$ cat src/rtl/decode_pkg.sv
// Shared decode definitions: opcode/funct encodings, instruction classes,
// field positions and the registered field bundle carried through the stage.
package decode_pkg;

   localparam int unsigned OPC_W   = 6;
   localparam int unsigned REG_W   = 5;
   localparam int unsigned FUNCT_W = 6;
   localparam int unsigned IMM_W   = 16;
   localparam int unsigned TGT_W   = 26;
   localparam int unsigned CLS_W   = 3;

   localparam int unsigned OPC_LSB   = 26;
   localparam int unsigned RD_LSB    = 21;
   localparam int unsigned RT_LSB    = 16;
   localparam int unsigned RS_LSB    = 11;
   localparam int unsigned SHAMT_LSB = 6;
   localparam int unsigned FUNCT_LSB = 0;
   localparam int unsigned IMM_LSB   = 0;
   localparam int unsigned TGT_LSB   = 0;

   localparam logic [OPC_W-1:0] OP_RTYPE = 6'h00;
   localparam logic [OPC_W-1:0] OP_J     = 6'h02;
   localparam logic [OPC_W-1:0] OP_BEQ   = 6'h04;
   localparam logic [OPC_W-1:0] OP_BNE   = 6'h05;
   localparam logic [OPC_W-1:0] OP_ADDI  = 6'h08;
   localparam logic [OPC_W-1:0] OP_SLTI  = 6'h0A;
   localparam logic [OPC_W-1:0] OP_ANDI  = 6'h0C;
   localparam logic [OPC_W-1:0] OP_ORI   = 6'h0D;
   localparam logic [OPC_W-1:0] OP_XORI  = 6'h0E;
   localparam logic [OPC_W-1:0] OP_LW    = 6'h23;
   localparam logic [OPC_W-1:0] OP_SW    = 6'h2B;

   localparam logic [FUNCT_W-1:0] FN_SLL = 6'h00;
   localparam logic [FUNCT_W-1:0] FN_ADD = 6'h20;
   localparam logic [FUNCT_W-1:0] FN_SUB = 6'h22;
   localparam logic [FUNCT_W-1:0] FN_AND = 6'h24;
   localparam logic [FUNCT_W-1:0] FN_OR  = 6'h25;
   localparam logic [FUNCT_W-1:0] FN_SLT = 6'h2A;

   typedef enum logic [CLS_W-1:0] {
      CLS_R       = 3'd0,
      CLS_I_ALU   = 3'd1,
      CLS_LOAD    = 3'd2,
      CLS_STORE   = 3'd3,
      CLS_BRANCH  = 3'd4,
      CLS_JUMP    = 3'd5,
      CLS_ILLEGAL = 3'd7
   } instr_class_e;

   typedef struct packed {
      logic [OPC_W-1:0]   opcode;
      logic [REG_W-1:0]   rd;
      logic [REG_W-1:0]   rt;
      logic [REG_W-1:0]   rs;
      logic [REG_W-1:0]   shamt;
      logic [FUNCT_W-1:0] funct;
      logic [TGT_W-1:0]   target;
      instr_class_e       cls;
      logic               illegal;
   } dec_fields_t;

   function automatic logic funct_legal(input logic [FUNCT_W-1:0] f);
      return f inside {FN_SLL, FN_ADD, FN_SUB, FN_AND, FN_OR, FN_SLT};
   endfunction

endpackage

$ cat src/rtl/decode_comb.sv
// Pure combinational decode: field split, classification and immediate
// extension of one instruction word.
module decode_comb
   import decode_pkg::*;
#(
   parameter int unsigned INSTR_W = 32,
   parameter int unsigned DATA_W  = 32
) (
   input  logic [INSTR_W-1:0] instr_i,
   output dec_fields_t        fields_o,
   output logic [DATA_W-1:0]  imm_ext_o
);

   logic [OPC_W-1:0]   opcode;
   logic [FUNCT_W-1:0] funct;
   logic [IMM_W-1:0]   imm;
   instr_class_e       cls;
   logic               zext;

   assign opcode = instr_i[OPC_LSB +: OPC_W];
   assign funct  = instr_i[FUNCT_LSB +: FUNCT_W];
   assign imm    = instr_i[IMM_LSB +: IMM_W];

   // Logical-immediate ops zero-extend; everything else sign-extends.
   always_comb begin
      cls  = CLS_ILLEGAL;
      zext = 1'b0;
      case (opcode)
         OP_RTYPE:                 cls = funct_legal(funct) ? CLS_R : CLS_ILLEGAL;
         OP_ADDI, OP_SLTI:         cls = CLS_I_ALU;
         OP_ANDI, OP_ORI, OP_XORI: begin
            cls  = CLS_I_ALU;
            zext = 1'b1;
         end
         OP_LW:                    cls = CLS_LOAD;
         OP_SW:                    cls = CLS_STORE;
         OP_BEQ, OP_BNE:           cls = CLS_BRANCH;
         OP_J:                     cls = CLS_JUMP;
         default:                  cls = CLS_ILLEGAL;
      endcase

      imm_ext_o              = {DATA_W{zext ? 1'b0 : imm[IMM_W-1]}};
      imm_ext_o[IMM_W-1:0]   = imm;
   end

   always_comb begin
      fields_o         = '0;
      fields_o.opcode  = opcode;
      fields_o.rd      = instr_i[RD_LSB +: REG_W];
      fields_o.rt      = instr_i[RT_LSB +: REG_W];
      fields_o.rs      = instr_i[RS_LSB +: REG_W];
      fields_o.shamt   = instr_i[SHAMT_LSB +: REG_W];
      fields_o.funct   = funct;
      fields_o.target  = instr_i[TGT_LSB +: TGT_W];
      fields_o.cls     = cls;
      fields_o.illegal = (cls == CLS_ILLEGAL);
   end

endmodule

$ cat src/rtl/decode_stage.sv
// Registered decode pipeline stage: output register plus skid register for
// full throughput under backpressure, synchronous flush, transfer counter.
module decode_stage
   import decode_pkg::*;
#(
   parameter int unsigned INSTR_W = 32,
   parameter int unsigned DATA_W  = 32,
   parameter int unsigned CNT_W   = 16
) (
   input  logic               clk,
   input  logic               reset,
   input  logic               flush,
   input  logic               in_valid,
   output logic               in_ready,
   input  logic [INSTR_W-1:0] in_instr,
   output logic               out_valid,
   input  logic               out_ready,
   output logic [5:0]         out_opcode,
   output logic [4:0]         out_rd,
   output logic [4:0]         out_rt,
   output logic [4:0]         out_rs,
   output logic [4:0]         out_shamt,
   output logic [5:0]         out_funct,
   output logic [DATA_W-1:0]  out_imm_ext,
   output logic [25:0]        out_target,
   output logic [2:0]         out_class,
   output logic               out_illegal,
   output logic [CNT_W-1:0]   decoded_count
);

   dec_fields_t       dec_fields;
   logic [DATA_W-1:0] dec_imm;

   dec_fields_t       or_q, or_d, sk_q, sk_d;
   logic [DATA_W-1:0] or_imm_q, or_imm_d, sk_imm_q, sk_imm_d;
   logic              or_valid_q, or_valid_d, sk_valid_q, sk_valid_d;
   logic              in_ready_q, in_ready_d;
   logic [CNT_W-1:0]  cnt_q, cnt_d;
   logic              accept, xfer;

   decode_comb #(
      .INSTR_W (INSTR_W),
      .DATA_W  (DATA_W)
   ) u_decode_comb (
      .instr_i   (in_instr),
      .fields_o  (dec_fields),
      .imm_ext_o (dec_imm)
   );

   assign accept = in_valid & in_ready_q;
   assign xfer   = or_valid_q & out_ready;

   // Skid-buffer steering; ready is re-registered from the next SK state.
   always_comb begin
      or_d       = or_q;
      or_imm_d   = or_imm_q;
      sk_d       = sk_q;
      sk_imm_d   = sk_imm_q;
      or_valid_d = or_valid_q;
      sk_valid_d = sk_valid_q;
      cnt_d      = cnt_q;
      if (flush) begin
         or_valid_d = 1'b0;
         sk_valid_d = 1'b0;
      end else begin
         if (xfer) begin
            cnt_d = cnt_q + CNT_W'(1);
         end
         if (xfer && sk_valid_q) begin
            or_d       = sk_q;
            or_imm_d   = sk_imm_q;
            sk_valid_d = 1'b0;
         end else if (accept && (xfer || !or_valid_q)) begin
            or_d       = dec_fields;
            or_imm_d   = dec_imm;
            or_valid_d = 1'b1;
         end else if (accept) begin
            sk_d       = dec_fields;
            sk_imm_d   = dec_imm;
            sk_valid_d = 1'b1;
         end else if (xfer) begin
            or_valid_d = 1'b0;
         end
      end
      in_ready_d = ~sk_valid_d;
   end

   always_ff @(posedge clk) begin
      if (reset) begin
         or_q       <= '0;
         or_imm_q   <= '0;
         sk_q       <= '0;
         sk_imm_q   <= '0;
         or_valid_q <= 1'b0;
         sk_valid_q <= 1'b0;
         in_ready_q <= 1'b1;
         cnt_q      <= '0;
      end else begin
         or_q       <= or_d;
         or_imm_q   <= or_imm_d;
         sk_q       <= sk_d;
         sk_imm_q   <= sk_imm_d;
         or_valid_q <= or_valid_d;
         sk_valid_q <= sk_valid_d;
         in_ready_q <= in_ready_d;
         cnt_q      <= cnt_d;
      end
   end

   assign in_ready      = in_ready_q;
   assign out_valid     = or_valid_q;
   assign out_opcode    = or_q.opcode;
   assign out_rd        = or_q.rd;
   assign out_rt        = or_q.rt;
   assign out_rs        = or_q.rs;
   assign out_shamt     = or_q.shamt;
   assign out_funct     = or_q.funct;
   assign out_imm_ext   = or_imm_q;
   assign out_target    = or_q.target;
   assign out_class     = CLS_W'(or_q.cls);
   assign out_illegal   = or_q.illegal;
   assign decoded_count = cnt_q;

endmodule

$ cat config.mk
export PLATFORM = sky130hd
export DESIGN_NAME = decode_stage
export DESIGN_NICKNAME = d
export VERILOG_FILES = /design/src/rtl/decode_pkg.sv /design/src/rtl/decode_comb.sv /design/src/rtl/decode_stage.sv
export SDC_FILE = /design/constraint.sdc
export NUM_CORES = 1
export LEC_CHECK = 0
export CAP_MARGIN = 20
export CELL_PAD_IN_SITES_DETAIL_PLACEMENT = 0
export CELL_PAD_IN_SITES_GLOBAL_PLACEMENT = 1
export CORE_MARGIN = 1.5
export CORE_UTILIZATION = 32
export DETAILED_ROUTE_END_ITERATION = 8
export GPL_TIMING_DRIVEN = 0
export PLACE_DENSITY = 0.82
export SKIP_LAST_GASP = 1
export SLEW_MARGIN = 20
export SYNTH_ARGS = -nofsm -noshare
export SYNTH_HDL_FRONTEND = slang
export SYNTH_SLANG_ARGS = --single-unit
export TNS_END_PERCENT = 10
$ cat constraint.sdc
create_clock -name clk -period 2.5 [get_ports clk]
set_clock_uncertainty 0.1 [all_clocks]
set_input_delay 0.75 -clock clk [delete_from_list [all_inputs] [get_ports clk]]
set_output_delay 0.75 -clock clk [all_outputs]
set_load 0.05 [all_outputs]
==> flow_summary.rst, run 1 <==
.. list-table::
   :header-rows: 1

   * - Metric
     - Value
   * - Total overflow reported by the global router
     - 0
   * - Die area
     - 14200 sq um
   * - Initial Utilization
     - 32.7%
   * - Via density
     - approximately 4.7
   * - Initial antenna violation count
     - 0
   * - Most frequent cell after synthesis
     - nand2_1
   * - I/O pin count
     - 149
   * - Final hold violations
     - 0
   * - Number of global-route vias before repair
     - 3962
   * - Power share of the sequential group
     - 39.3%
   * - Multi-input gate area
     - roughly 1900 sq um
   * - Maximum ir drop on the vdd rail
     - 0.259 mV
   * - Crit path buf inv count
     - 2
   * - Asr flop ratio synth
     - 0%
   * - Portion of total power attributed to the clock network
     - 37.7%
   * - Crit path kind
     - flop to primary output
   * - First-pass iteration count of the detailed router
     - 5
   * - Share of the synthesized area in the top cell type
     - a little over two fifths
   * - Internal power consumption
     - between 2 and 3 mW
   * - Post-synthesis compound-gate area fraction
     - 14.8%
   * - Die Height
     - 119 microns
   * - Distinct cells, synth
     - 42
   * - Final Total Pwr
     - 4.01 mW
   * - Number of antenna cells inserted
     - 0
   * - DR iter-0 viols
     - 215
   * - Worst setup EP type
     - primary output
   * - Max Fanout on Critical Path
     - 17
   * - Cell chain of the critical path
     - buf_4 > clkdlybuf4s50_1
   * - Seq. cell area
     - 1860 sq um
   * - Pin count of the biggest net entering global routing
     - 18
   * - Clock tree from TritonCTS
     - built
   * - Number of stages on the worst hold path
     - 2
   * - EDFF count, synth
     - 0
   * - Shortest clock period the worst path allows after layout
     - 2640 ps
   * - Arrival time of the worst setup path
     - 1790 ps
   * - Total half-perimeter wirelength after legalization and detailed placement
     - 9060 microns
   * - Post-detailed-route DRC marker count
     - 0
   * - Post-Synth Simple-Gate Area
     - around a quarter
   * - Final setup violation count
     - 16
   * - Reg2reg end
     - out_shamt[3]$_SDFFE_PP0P_
   * - Fraction of the mapped netlist area in adder cells
     - 0.290%
   * - Row cnt
     - between 40 and 50
   * - Area of the core
     - about 13000 sq um
   * - Final Cycle Share
     - 106%
   * - Max Freq
     - 379 MHz
   * - Wire length per cell after detailed routing
     - 13.9 microns
   * - Startpoint of the most critical register-to-register path
     - out_valid$_SDFFE_PP0P_
   * - Total cell area at the placement stage
     - ~6000 sq um
   * - Hold Crit Start
     - sk_q[34]$_SDFFE_PP0P_
   * - Final-layout fill cell count
     - 1253
   * - Number of warnings reported in the yosys synthesis log
     - 0
   * - Total routing usage reported by global routing
     - 17.4%
   * - Delay of the slowest critical-path stage
     - roughly 800 ps
   * - Leakage power summed over all cells
     - between 2 and 2.5 nW
   * - Total power density per cell area
     - 631 nW/um^2
   * - Port buffer count
     - 144
   * - Switching power share of the total
     - 30.4%
   * - Net count of the mapped netlist
     - around 600
   * - Power spent charging and discharging nets
     - 1.22 mW
   * - Relative contribution of combinational cells to total power
     - 22.9%
   * - Post-Synthesis Cells
     - 550
   * - Syn_area_per_cell
     - 7.85 sq um
   * - Smallest hold slack
     - 355 ps
   * - Worst Setup Slack, final
     - -141 ps
   * - Cell accounting for the most synthesized area
     - dfxtp_1
   * - Synth Area in XOR/XNOR
     - 2.84%
   * - First-pass GRT wire length
     - 19800 microns
   * - Slew of the pin with the lowest slew margin
     - 579 ps
   * - CTS Sinks
     - 93
   * - Remaining number of nets flagged by the antenna check after routing
     - 0
   * - Worst relative slew slack
     - 61.4%
   * - Final Slew Violations
     - 0
   * - Cell at the root of the clock tree
     - clkbuf_16
   * - Depth of the worst register-to-register path
     - 6
   * - Horizontal die dimension
     - 119 microns
   * - Most used flip-flop cell after synthesis
     - dfxtp_1
   * - Minimum setup slack among reg-to-reg paths
     - around 430 ps
   * - Max Buffers Root-to-Sink
     - 2
   * - Crit-path leading delay family
     - buffers and inverters
   * - Critical path data required time
     - between 1500 and 2000 ps
   * - Largest family of logic cells by synthesized area
     - simple AND/OR/NAND/NOR gates
   * - Via total after detailed routing
     - between 4000 and 5000
   * - Number of buffers inserted during clock tree synthesis
     - 9
   * - Clock insertion delay at the later pin of the skew report
     - 340 ps
   * - Fraction of final layout cells sized beyond drive strength 1
     - between 10% and 20%
   * - Sequential cell area fraction in the yosys report
     - 43.1%
   * - Top cells by area, synth
     - dfxtp_1 43%, nand2_1 12%, buf_4 10%, a311oi_1 6.1%, nor2_1 5.3%
   * - Cell type of the slowest stage on the worst timing path
     - clkdlybuf4s50_1
   * - Synthesized area
     - 4320 sq um
   * - Max-Cap Viols
     - 0
   * - Final Net Count
     - 743
   * - Type of the worst min-delay path
     - flop to flop
   * - Portion of netlist area occupied by mux cells
     - 0.232%
   * - Terminating pin of the worst hold path
     - sk_q[34]$_SDFFE_PP0P_
   * - Area growth, synth to finish
     - 47.0%
   * - Routed Wire Length
     - 12300 microns
   * - Number of hold buffers added after CTS
     - 0
   * - FF+latch count, synth
     - 93
   * - Run status
     - complete, but fails checks
   * - RSZ-0062 raised after global routing
     - yes
   * - Synth top cells by count
     - 135 x nand2_1, 93 x dfxtp_1, 61 x nor2_1
   * - Final GP Congestion
     - 0.809
   * - Kind of start point of the critical path
     - flop
   * - H-tree depth reported by CTS
     - 3
   * - Violated checks
     - setup timing
   * - Post-route cell area
     - 6350 sq um
   * - Clock transition at path regs
     - 70 ps
-- cell usage in the layout (no fill, tap or decap), drive strengths merged, types with 6 or more instances in the layout --
cell	n
clkdlybuf4s50	134
xor2	10
and3	7
clkbuf	42
o21ai	8
dfxtp	93
nand4	6
nor2	61
a21oi	37
buf	66
a211oi	7
dlygate4sd2	8
nor3	11
a311oi	30
nand3	6
nand2	135
inv	6
-- worst max-delay path by stage --
stage	cells past startpoint	end	slack, ps	from
final	2	out_imm_ext[17]	-140	out_imm_ext[30]$_SDFFE_PP0P_
after global routing	2	out_imm_ext[17]	-210	out_imm_ext[30]$_SDFFE_PP0P_
after CTS	2	out_imm_ext[22]	-160	out_imm_ext[30]$_SDFFE_PP0P_
after detailed placement	6	out_rt[3]$_SDFFE_PP0P_	-490	in_valid
after global placement	6	out_rt[3]$_SDFFE_PP0P_	-520	in_valid
after floorplan	7	out_class[2]$_SDFFE_PP0P_	280	in_instr[30]
-- final cells by class --
class / instances / area share, %
Clock buffer: 10 / 3.76
Timing Repair Buffer: 145 / 22.7
Sequential cell: 93 / 29.3
Inverter: 4 / 0.236
Multi-Input combinational cell: 355 / 29.4
Clock inverter: 6 / 1.46
Tap cell: 176 / 3.47
Buffer: 97 / 9.60
-- kinds of logic (layout without fill, tap and decap cells) --
family / Yosys count / in the layout
buffers and inverters: 102 / 262
adder cells (fa/ha/maj): 1 / 1
flip-flops: 93 / 93
AO/OA/AOI/OAI: 93 / 93
AND/OR/NAND/NOR: 246 / 246
multiplexers: 1 / 1
XOR/XNOR: 14 / 14
-- metrics by stage --
stage,TNS [ps],util (%),cells,worst slack [ps]
after floorplan,0,-,550,282
after global placement,-29340,45.3,870,-519
after detailed placement,-30540,45.3,870,-490
after CTS,-4150,47.8,886,-156
after global routing,-5060,48.1,886,-209
final,-1000,48.1,886,-141
-- repair_timing --
action	4_1_cts	5_1_grt
gates resized for setup	9	22
pin swaps	0	1
endpoints found under the setup margin	89	129
buffers inserted	0	1
-- sequential cells by signal (all words and copies together), names as in the netlist --
register       flops
sk_q              36
decoded_count     16
out_opcode         6
out_funct          5
out_rd             5
out_rs             4
out_rt             4
out_shamt          4
out_target         4
out_class          3
in_ready           1
out_illegal        1
out_imm_ext        1
out_valid          1
sk_imm_q           1
sk_valid_q         1
-- power by group through the flow --
| stage | combinational, mW | clock [mW] | sequential, mW |
|---|---|---|---|
| 5_1_grt | 0.964 | 1.61 | 1.59 |
| 2_1_floorplan | 0.459 | 0 | 1.75 |
| 4_1_cts | 0.919 | 1.54 | 1.58 |
| 3_3_place_gp | 0.917 | 0 | 1.61 |
| 3_5_place_dp | 0.924 | 0 | 1.61 |
| 6_report | 0.919 | 1.51 | 1.58 |
-- worst reg2reg max path: stages (launching register included) --
cell	delay, ps
dfxtp_1	320
buf_2	180
and3_1	170
clkbuf_1	360
clkbuf_1	440
nand2_1	110
a311oi_1	290
-- routing by layer --
layer | vias up | GRT usage, % | wire, microns
met1 | 1890 | 21.6 | 5550
met5 | - | 0 | 0
li1 | 2121 | - | -
met4 | 0 | 5.27 | 151
met2 | 142 | 29.8 | 5770
met3 | 11 | 4.26 | 823
(Power assumes the default switching activity.)
==> run 2, diff against run 1 <==
--- a/config.mk
+++ b/config.mk
@@ -10,11 +10,12 @@
 export CELL_PAD_IN_SITES_GLOBAL_PLACEMENT = 1
 export CORE_MARGIN = 1.5
 export CORE_UTILIZATION = 32
+export CTS_CLUSTER_DIAMETER = 30
 export DETAILED_ROUTE_END_ITERATION = 8
 export GPL_TIMING_DRIVEN = 0
 export PLACE_DENSITY = 0.82
 export SKIP_LAST_GASP = 1
-export SLEW_MARGIN = 20
+export SLEW_MARGIN = 25
 export SYNTH_ARGS = -nofsm -noshare
 export SYNTH_HDL_FRONTEND = slang
 export SYNTH_SLANG_ARGS = --single-unit
==> results of run 2 <==
No change in the layout: final DEF, timing and power equal those of run 1.
==> run 3, diff against run 2 <==
--- a/config.mk
+++ b/config.mk
@@ -8,6 +8,7 @@
 export CAP_MARGIN = 20
 export CELL_PAD_IN_SITES_DETAIL_PLACEMENT = 0
 export CELL_PAD_IN_SITES_GLOBAL_PLACEMENT = 1
+export CORE_ASPECT_RATIO = 1.4
 export CORE_MARGIN = 1.5
 export CORE_UTILIZATION = 32
 export CTS_CLUSTER_DIAMETER = 30
==> flow_summary.rst, run 3 (synthesis gave the netlist of run 1 again) <==
.. list-table::
   :header-rows: 1

   * - Metric
     - Value
   * - Run status
     - complete, but fails checks
   * - Violated checks
     - setup timing
   * - Max-Cap Viols
     - 0
   * - Shortest clock period the worst path allows after layout
     - ~2600 ps
   * - Depth of the worst register-to-register path
     - 6
   * - Amount of wire on met3 after detailed routing
     - 795 microns
   * - Final-layout fill cell count
     - 1345
   * - Worst relative slew slack
     - 61.4%
   * - Via total after detailed routing
     - 4156
   * - CTS Sinks
     - 93
   * - Minimum setup slack among reg-to-reg paths
     - 380 ps
   * - Final Slew Violations
     - 0
   * - Final hold violations
     - 0
   * - DR iter-0 viols
     - roughly 260
   * - Most frequent cells in the layout
     - 135 x nand2_1, 134 x clkdlybuf4s50_1, 92 x dfxtp_1
   * - Final Total Pwr
     - 3.82 mW
   * - H-tree depth reported by CTS
     - 3
   * - Max Freq
     - 378 MHz
   * - Clock insertion delay at the later pin of the skew report
     - 340 ps
   * - Max Fanout on Critical Path
     - 17
   * - Area of the core
     - 13300 sq um
   * - Final Cycle Share
     - 106%
   * - Number of antenna cells inserted
     - 0
   * - First-pass iteration count of the detailed router
     - 4
   * - Horizontal die dimension
     - approximately 100 microns
   * - Cell at the root of the clock tree
     - clkbuf_16
   * - Pin count of the biggest net entering global routing
     - 18
   * - Power share of the sequential group
     - 41.3%
   * - RSZ-0062 raised after global routing
     - yes
   * - Remaining number of nets flagged by the antenna check after routing
     - 0
   * - Hold Crit Start
     - sk_q[9]$_SDFFE_PP0P_
   * - Initial Utilization
     - approximately 33%
   * - Met1 layer wirelength in the final routing
     - 5100 microns
   * - Worst Setup Slack, final
     - -143 ps
   * - First-pass GRT wire length
     - 19500 microns
   * - Power spent charging and discharging nets
     - about 1.2 mW
   * - Worst setup EP type
     - primary output
   * - I/O pin count
     - 149
   * - Routed Wire Length
     - around 12000 microns
   * - Internal power consumption
     - 2.61 mW
   * - Clock transition at path regs
     - 60 ps
   * - Number of hold buffers added after CTS
     - 0
   * - Register ranked first by flip-flop count
     - sk_q
   * - Total overflow reported by the global router
     - 0
   * - Max Used Layer
     - met4
   * - Port buffer count
     - 144
   * - Slew of the pin with the lowest slew margin
     - slightly below 600 ps
   * - Row cnt
     - 50
   * - Number of global-route vias before repair
     - 4006
   * - Leakage power summed over all cells
     - 2.41 nW
   * - Crit path kind
     - flop to primary output
   * - Final setup violation count
     - 12
   * - Number of stages on the worst hold path
     - 2
   * - Most common cell after layout, fill and taps aside
     - nand2_1
   * - Total routing usage reported by global routing
     - 17.5%
   * - Relative contribution of combinational cells to total power
     - roughly a quarter
   * - Portion of total power attributed to the clock network
     - 34.6%
   * - Met2 wire length
     - slightly above 6000 microns
   * - Area growth, synth to finish
     - 46.4%
   * - Switching power share of the total
     - 31.6%
   * - Initial antenna violation count
     - 0
   * - Die area
     - roughly 14000 sq um
   * - Maximum ir drop on the vdd rail
     - just over 0.3 mV
   * - Startpoint of the most critical register-to-register path
     - out_valid$_SDFFE_PP0P_
   * - Final GP Congestion
     - 0.774
   * - Arrival time of the worst setup path
     - 1790 ps
   * - Final Net Count
     - 742
   * - Die Height
     - ~140 microns
   * - Max Buffers Root-to-Sink
     - 2
   * - Critical path data required time
     - around 1700 ps
   * - Number of buffers inserted during clock tree synthesis
     - 9
   * - Terminating pin of the worst hold path
     - sk_q[9]$_SDFFE_PP0P_
   * - Wire length per cell after detailed routing
     - between 10 and 15 microns
   * - Via density
     - between 4 and 5
   * - Fraction of final layout cells sized beyond drive strength 1
     - about 14%
   * - Post-CTS setup repair buffer count
     - 0
   * - Type of the worst min-delay path
     - flop to flop
   * - Kind of start point of the critical path
     - flop
   * - Multi-input gate area
     - 1890 sq um
   * - Total half-perimeter wirelength after legalization and detailed placement
     - 9120 microns
   * - Total power density per cell area
     - 603 nW/um^2
   * - Post-detailed-route DRC marker count
     - 0
   * - Seq. cell area
     - between 1500 and 2000 sq um
   * - Dpl ws
     - -475 ps
   * - Number of flip-flops in the largest register
     - 36
   * - Clock tree from TritonCTS
     - built
   * - Reg2reg end
     - out_rd[2]$_SDFFE_PP0P_
[run 3: changes by cell type in the layout (fill, tap and decap cells not counted), moves of 2 or more]
cell	change
buf_4	-2
bufinv_16	-2
clkinv_4	+2
inv_6	-2
[run 3: stage by stage]
step,utilization (%),hold WS [ps],TNS [ps],area [sq um],cells
global placement,45.2,342,-29270,5990,876
floorplan,-,337,0,4320,550
finish,47.7,354,-948,6320,891
global route,47.7,370,-6200,6320,891
detailed placement,45.2,347,-30930,5990,876
CTS,47.3,356,-3800,6270,892
[run 3: power groups by stage]
stage	clock network (mW)	logic, mW	registers, mW
2_1_floorplan	0	0.459	1.75
3_3_place_gp	0	0.916	1.61
3_5_place_dp	0	0.924	1.61
4_1_cts	1.35	0.919	1.58
5_1_grt	1.40	0.970	1.58
6_report	1.32	0.920	1.57
[run 3: layout make-up]
cell class | instances | area share (%)
tap | 182 | 3.60
inverter | 4 | 0.237
sequential | 93 | 29.5
buffer | 97 | 9.61
multi-input combinational | 355 | 29.8
timing repair buffer | 144 | 22.7
clock inverter | 4 | 0.514
clock buffer | 12 | 4.06
[run 3: worst max path at each step]
stage                                             from                        end  depth (start not counted)
after floorplan                           in_instr[30]  out_class[2]$_SDFFE_PP0P_                          7
after global placement                        in_valid     out_rd[2]$_SDFFE_PP0P_                          6
after detailed placement                      in_valid     out_rd[2]$_SDFFE_PP0P_                          6
after CTS                 out_imm_ext[30]$_SDFFE_PP0P_            out_imm_ext[21]                          2
after global routing      out_imm_ext[30]$_SDFFE_PP0P_            out_imm_ext[29]                          2
final                     out_imm_ext[30]$_SDFFE_PP0P_            out_imm_ext[21]                          2
[run 3: what timing repair did]
item	4_1_cts	5_1_grt
pin swaps	0	0
resized for setup	9	23
setup endpoints to repair	80	133
gates cloned	0	0
[run 3: critical path, cell delays in order (launching register included)]
cell and delay (ps):
dfxtp_2 500, buf_4 160, clkdlybuf4s50_1 790
[run 3: layer usage]
layer / track usage [%] / up-vias
li1: - / 2110
met2: 30.8 / 133
met5: 0 / -
met1: 20.0 / 1896
met3: 4.94 / 17
met4: 6.21 / 0
